**src/rtl/top_uart_rx.sv**
```systemverilog
// 8N1 UART receiver: 2-flop synchronizer, mid-bit sampling FSM, byte held on o_RX with DV strobe.
// Optional stop-bit frame-error checking and o_RX_err port when UART_RX_FRAME_ERR_EN is defined.
module top_uart_rx #(
    parameter int unsigned CLKS_PER_BIT = 868
) (
    input  logic       i_clk,
    input  logic       i_rst,
    input  logic       i_Rx_serial,
    output logic       o_RX_DV,
    output logic [7:0] o_RX
`ifdef UART_RX_FRAME_ERR_EN
    ,
    output logic       o_RX_err
`endif
);

    localparam int unsigned CntW = $clog2(CLKS_PER_BIT);
    localparam logic [CntW-1:0] CntBitEnd = CntW'(CLKS_PER_BIT - 1);
    localparam logic [CntW-1:0] CntHalf   = CntW'((CLKS_PER_BIT - 1) / 2);

    typedef enum logic [2:0] {
        StIdle,
        StStart,
        StData,
        StStop,
        StCleanup
    } state_e;

    logic            rx_meta_q;
    logic            rx_sync_q;
    state_e          state_q;
    logic [CntW-1:0] clk_cnt_q;
    logic [2:0]      bit_idx_q;
    logic [7:0]      shift_q;

    // Line idles high, so the synchronizer resets to 1 to avoid a false start after reset.
    always_ff @(posedge i_clk or posedge i_rst) begin
        if (i_rst) begin
            rx_meta_q <= 1'b1;
            rx_sync_q <= 1'b1;
        end else begin
            rx_meta_q <= i_Rx_serial;
            rx_sync_q <= rx_meta_q;
        end
    end

    always_ff @(posedge i_clk or posedge i_rst) begin
        if (i_rst) begin
            state_q   <= StIdle;
            clk_cnt_q <= '0;
            bit_idx_q <= '0;
            shift_q   <= '0;
            o_RX      <= 8'h00;
            o_RX_DV   <= 1'b0;
`ifdef UART_RX_FRAME_ERR_EN
            o_RX_err  <= 1'b0;
`endif
        end else begin
            o_RX_DV  <= 1'b0;
`ifdef UART_RX_FRAME_ERR_EN
            o_RX_err <= 1'b0;
`endif
            unique case (state_q)
                StIdle: begin
                    clk_cnt_q <= '0;
                    bit_idx_q <= '0;
                    if (!rx_sync_q) state_q <= StStart;
                end
                StStart: begin
                    if (clk_cnt_q == CntHalf) begin
                        clk_cnt_q <= '0;
                        bit_idx_q <= '0;
                        // A high line at mid start bit was a glitch.
                        state_q   <= rx_sync_q ? StIdle : StData;
                    end else begin
                        clk_cnt_q <= clk_cnt_q + 1'b1;
                    end
                end
                StData: begin
                    if (clk_cnt_q != CntBitEnd) begin
                        clk_cnt_q <= clk_cnt_q + 1'b1;
                    end else begin
                        clk_cnt_q          <= '0;
                        shift_q[bit_idx_q] <= rx_sync_q;
                        if (bit_idx_q == 3'd7) state_q <= StStop;
                        else bit_idx_q <= bit_idx_q + 1'b1;
                    end
                end
                StStop: begin
                    if (clk_cnt_q != CntBitEnd) begin
                        clk_cnt_q <= clk_cnt_q + 1'b1;
                    end else begin
                        clk_cnt_q <= '0;
                        state_q   <= StCleanup;
`ifdef UART_RX_FRAME_ERR_EN
                        if (!rx_sync_q) begin
                            o_RX_err <= 1'b1;
                        end else begin
                            o_RX    <= shift_q;
                            o_RX_DV <= 1'b1;
                        end
`else
                        o_RX    <= shift_q;
                        o_RX_DV <= 1'b1;
`endif
                    end
                end
                StCleanup: state_q <= StIdle;
                default:   state_q <= StIdle;
            endcase
        end
    end

endmodule

```
**config.mk**
```make
export PLATFORM = sky130hd
export DESIGN_NAME = top_uart_rx
export DESIGN_NICKNAME = d
export VERILOG_FILES = /design/src/rtl/top_uart_rx.sv
export SDC_FILE = /design/constraint.sdc
export NUM_CORES = 1
export LEC_CHECK = 0
export CORE_ASPECT_RATIO = 1.25
export CORE_UTILIZATION = 40
export DETAILED_ROUTE_END_ITERATION = 12
export GPL_TIMING_DRIVEN = 1
export PLACE_DENSITY = 0.58
export SLEW_MARGIN = 20
export SYNTH_ARGS = -nofsm -noshare
export SYNTH_HDL_FRONTEND = slang
export SYNTH_SLANG_ARGS = --single-unit
```
**constraint.sdc**
```tcl
create_clock -name i_clk -period 2.8 [get_ports i_clk]
set_clock_uncertainty 0.2 [all_clocks]
set_input_delay 0.56 -clock i_clk [delete_from_list [all_inputs] [get_ports i_clk]]
set_output_delay 0.56 -clock i_clk [all_outputs]
set_load 0.05 [all_outputs]
```
==> impl_metrics.ini <==
[run_status]
status = complete, no violations

[critical_path]
cp-end-kind = flop
path_cells = ha_1 -> nand4b_2 -> nor4_4 -> nand3b_1 -> mux2_2
critPathLaunch = clk_cnt_q[0]
max_stage_delay_ns = 0.43
worst-path-max-fanout = 10
cp_slowest_cell = dfrtp_1
critical_path_class = flop to flop
reg2reg_from = clk_cnt_q[0]
critPathLaunchType = flop
cp.required_ns = 2.76
crit_arrival_ns = 2.34

[placement]
place.gp.congestion = 0.790
post-place-cells = 218
portBuffers = 11
placed_area_mm2 = 0.00193
hpwl_mm = 2.27

[clock_tree]
cts_setup_buffers = 0
holdBufCountCts = 0
cts_root_buffer = clkbuf_8
cts_inserted_buffers = 5
cts-htree-levels = 2
cts_buffer_depth = 2
cts_tree = built
ctsResizeCount = 0
cts.clk_slew.worst_paths_ns = 0.07
clock_latency_ns = 0.28
cts_sinks = 35

[yosys]
ys_seq_elements = 35
synth_cells = 155
synth.net_count = 162
synth_area_leaders = dfrtp_1 47%, mux2_2 10%, dfstp_2 3.0%, nor2_1 3.0%, ha_1 2.8%
yosysTopAreaCell = dfrtp_1
synth_cell_type_count = 43
yosysSeqAreaShare_pct = 49.9
synth_area_per_cell_um2 = 11.4
synth.top_cell.area_share_pct = 46.9
ys_warn_count = 0
syn_area_mm2 = 0.00176

[route]
drc = 0
dr.pass1.iters = 4
final_antenna_net_count = 0
post_drt_wl_per_cell_um = 14.0
drt_iter0_drc = 37
vias = 1195
drt-total-wl_mm = 3.15
vias_per_cell = 5.31

[final_layout]
multiInputGateArea_um2 = 823
final_area_mm2 = 0.00201
drive_gt1_share_pct = 21.3
utilization_pct = 48.4
antenna_cells = 0
final_cells = 225
n_fill_cell = 410
area_growth_pct = 14.3
fin_nets = 176
seqCellArea_um2 = 878

[die]
coreArea_mm2 = 0.00416
dieWidth_um = 61.4
floorplan.initialDensity_pct = 42.3
rows = 26
dieHeight_um = 76.2
boundaryPins = 12
die-area_mm2 = 0.00468

[power_and_ir_drop]
power_density_mw_per_mm2 = 441
p_leak_nw = 0.916
peakVddDrop_mv = 0.188

[sta]
fmax_mhz = 421
rsz0062_at_grt = no
hold_violations = 0
tns_ns = 0
period_share_pct = 84.9
drv_slew = 0
setup_violations = 0
period_minus_slack_ns = 2.38
slew_headroom_pct = 62.1
whs_ns = 0.156
worst_slew_pin_slew_ns = 0.560

[grt]
first_global_vias = 1210
grt_max_degree = 36
grt_antenna_before_repair = 0
grtUsageTotal_pct = 16.0
grt_pass1_wl_mm = 5.50
grt_overflow_total = 0

[min_path]
hold_path_class = flop to flop
hold_start = rx_meta_q

[run]
maxCapViolCount = 0
[through the flow]
stage	worst slack [ns]	power, mW
2_1_floorplan	0.762	0.528
3_3_place_gp	0.503	0.535
3_5_place_dp	0.401	0.535
4_1_cts	0.384	0.905
5_1_grt	0.177	0.929
6_report	0.424	0.888
[registers in the layout (all words and copies together) (netlist names)]
signal and flops:
rx_meta_q 1, clk_cnt_q 10, o_RX 8, state_q 3, shift_q 8, rx_sync_q 1, o_RX_DV 1, bit_idx_q 3
[metal layers]
layer | GRT usage [%] | part of all wire [%] | up-vias
met3 | 3.06 | 2.5 | 10
met4 | 8.67 | 2.9 | 0
met2 | 26.8 | 52 | 22
met1 | 18.4 | 42 | 579
li1 | - | - | 584
met5 | 0 | 0 | -
[critical path: cells and delay by family (launching register included)]
kind,cells,cell delay [ns]
adders and majority gates,1,0.28
DFF,1,0.43
muxes,1,0.40
and+or+nand+nor,3,0.94
[path summary, 6_finish.rpt]
check                             to  slack (ns)  cells past startpoint
setup / recovery             o_RX[0]        0.42                      5
min in group asynchronous    o_RX[2]        0.48                      3
setup reg to reg             o_RX[0]        0.42                      5
max in group asynchronous  rx_meta_q        1.59                      3
hold reg to reg            rx_sync_q        0.16                      0
hold / removal             rx_sync_q        0.16                      0
[final cells by class]
| type | count | share of cell area (%) |
|---|---|---|
| clock buffer | 6 | 4.10 |
| clock inverter | 1 | 0.248 |
| inverter | 6 | 1.12 |
| multi-input combinational | 107 | 40.9 |
| sequential | 35 | 43.6 |
| tap | 56 | 3.48 |
| timing repair buffer | 14 | 6.58 |
[power breakdown]
group,internal [mW],switching (mW)
combinational,0.00399,0.0100
sequential,0.508,0.00248
clock,0.193,0.171
total,0.705,0.183
[cell families after synthesis]
family                     after synthesis  share of synthesized area, %
xor gates and xnor gates                 7                          3.48
muxes                                   17                          11.1
adders and majority gates                4                          2.84
AOI/OAI and AO/OA                       16                          6.89
DFF                                     35                          49.9
buffers and inverters                   13                          3.41
and+or+nand+nor                         63                          22.4
[cells in the mapped netlist]
| library cell | n |
|---|---|
| a21oi_1 | 1 |
| a221oi_2 | 1 |
| a22o_1 | 2 |
| a22oi_1 | 1 |
| a31oi_1 | 1 |
| a41o_1 | 1 |
| and2_1 | 2 |
| buf_2 | 3 |
| buf_6 | 1 |
| clkbuf_1 | 3 |
| dfrtp_1 | 33 |
| dfstp_2 | 2 |
| ha_1 | 4 |
| inv_1 | 6 |
| mux2_2 | 16 |
| mux2_4 | 1 |
| nand2_1 | 11 |
| nand2b_1 | 1 |
| nand3_1 | 5 |
| nand3b_1 | 3 |
| nand4_1 | 5 |
| nand4b_1 | 1 |
| nand4b_2 | 1 |
| nand4bb_4 | 1 |
| nor2_1 | 14 |
| nor2b_1 | 3 |
| nor3_1 | 4 |
| nor3b_1 | 1 |
| nor4_1 | 2 |
| nor4_2 | 1 |
| nor4_4 | 1 |
| nor4bb_1 | 2 |
| o21a_1 | 1 |
| o21ai_0 | 4 |
| o31ai_1 | 2 |
| o32ai_1 | 1 |
| o41ai_1 | 1 |
| or2_2 | 1 |
| or3_1 | 2 |
| or3_4 | 1 |
| or4b_1 | 1 |
| xnor2_1 | 5 |
| xor2_1 | 2 |
[cell usage in the layout, fill, tap and decap left out, types with 3 or more instances in the layout]
cell type / count
dfrtp_1: 33
mux2_2: 16
nor2_1: 14
nand2_1: 11
clkdlybuf4s50_1: 11
inv_1: 6
clkbuf_8: 6
nand3_1: 5
xnor2_1: 5
nand4_1: 5
o21ai_0: 4
nor3_1: 4
ha_1: 4
nor2b_1: 3
nand3b_1: 3
buf_4: 3
Note: power is estimated with default switching activity, not from simulation.
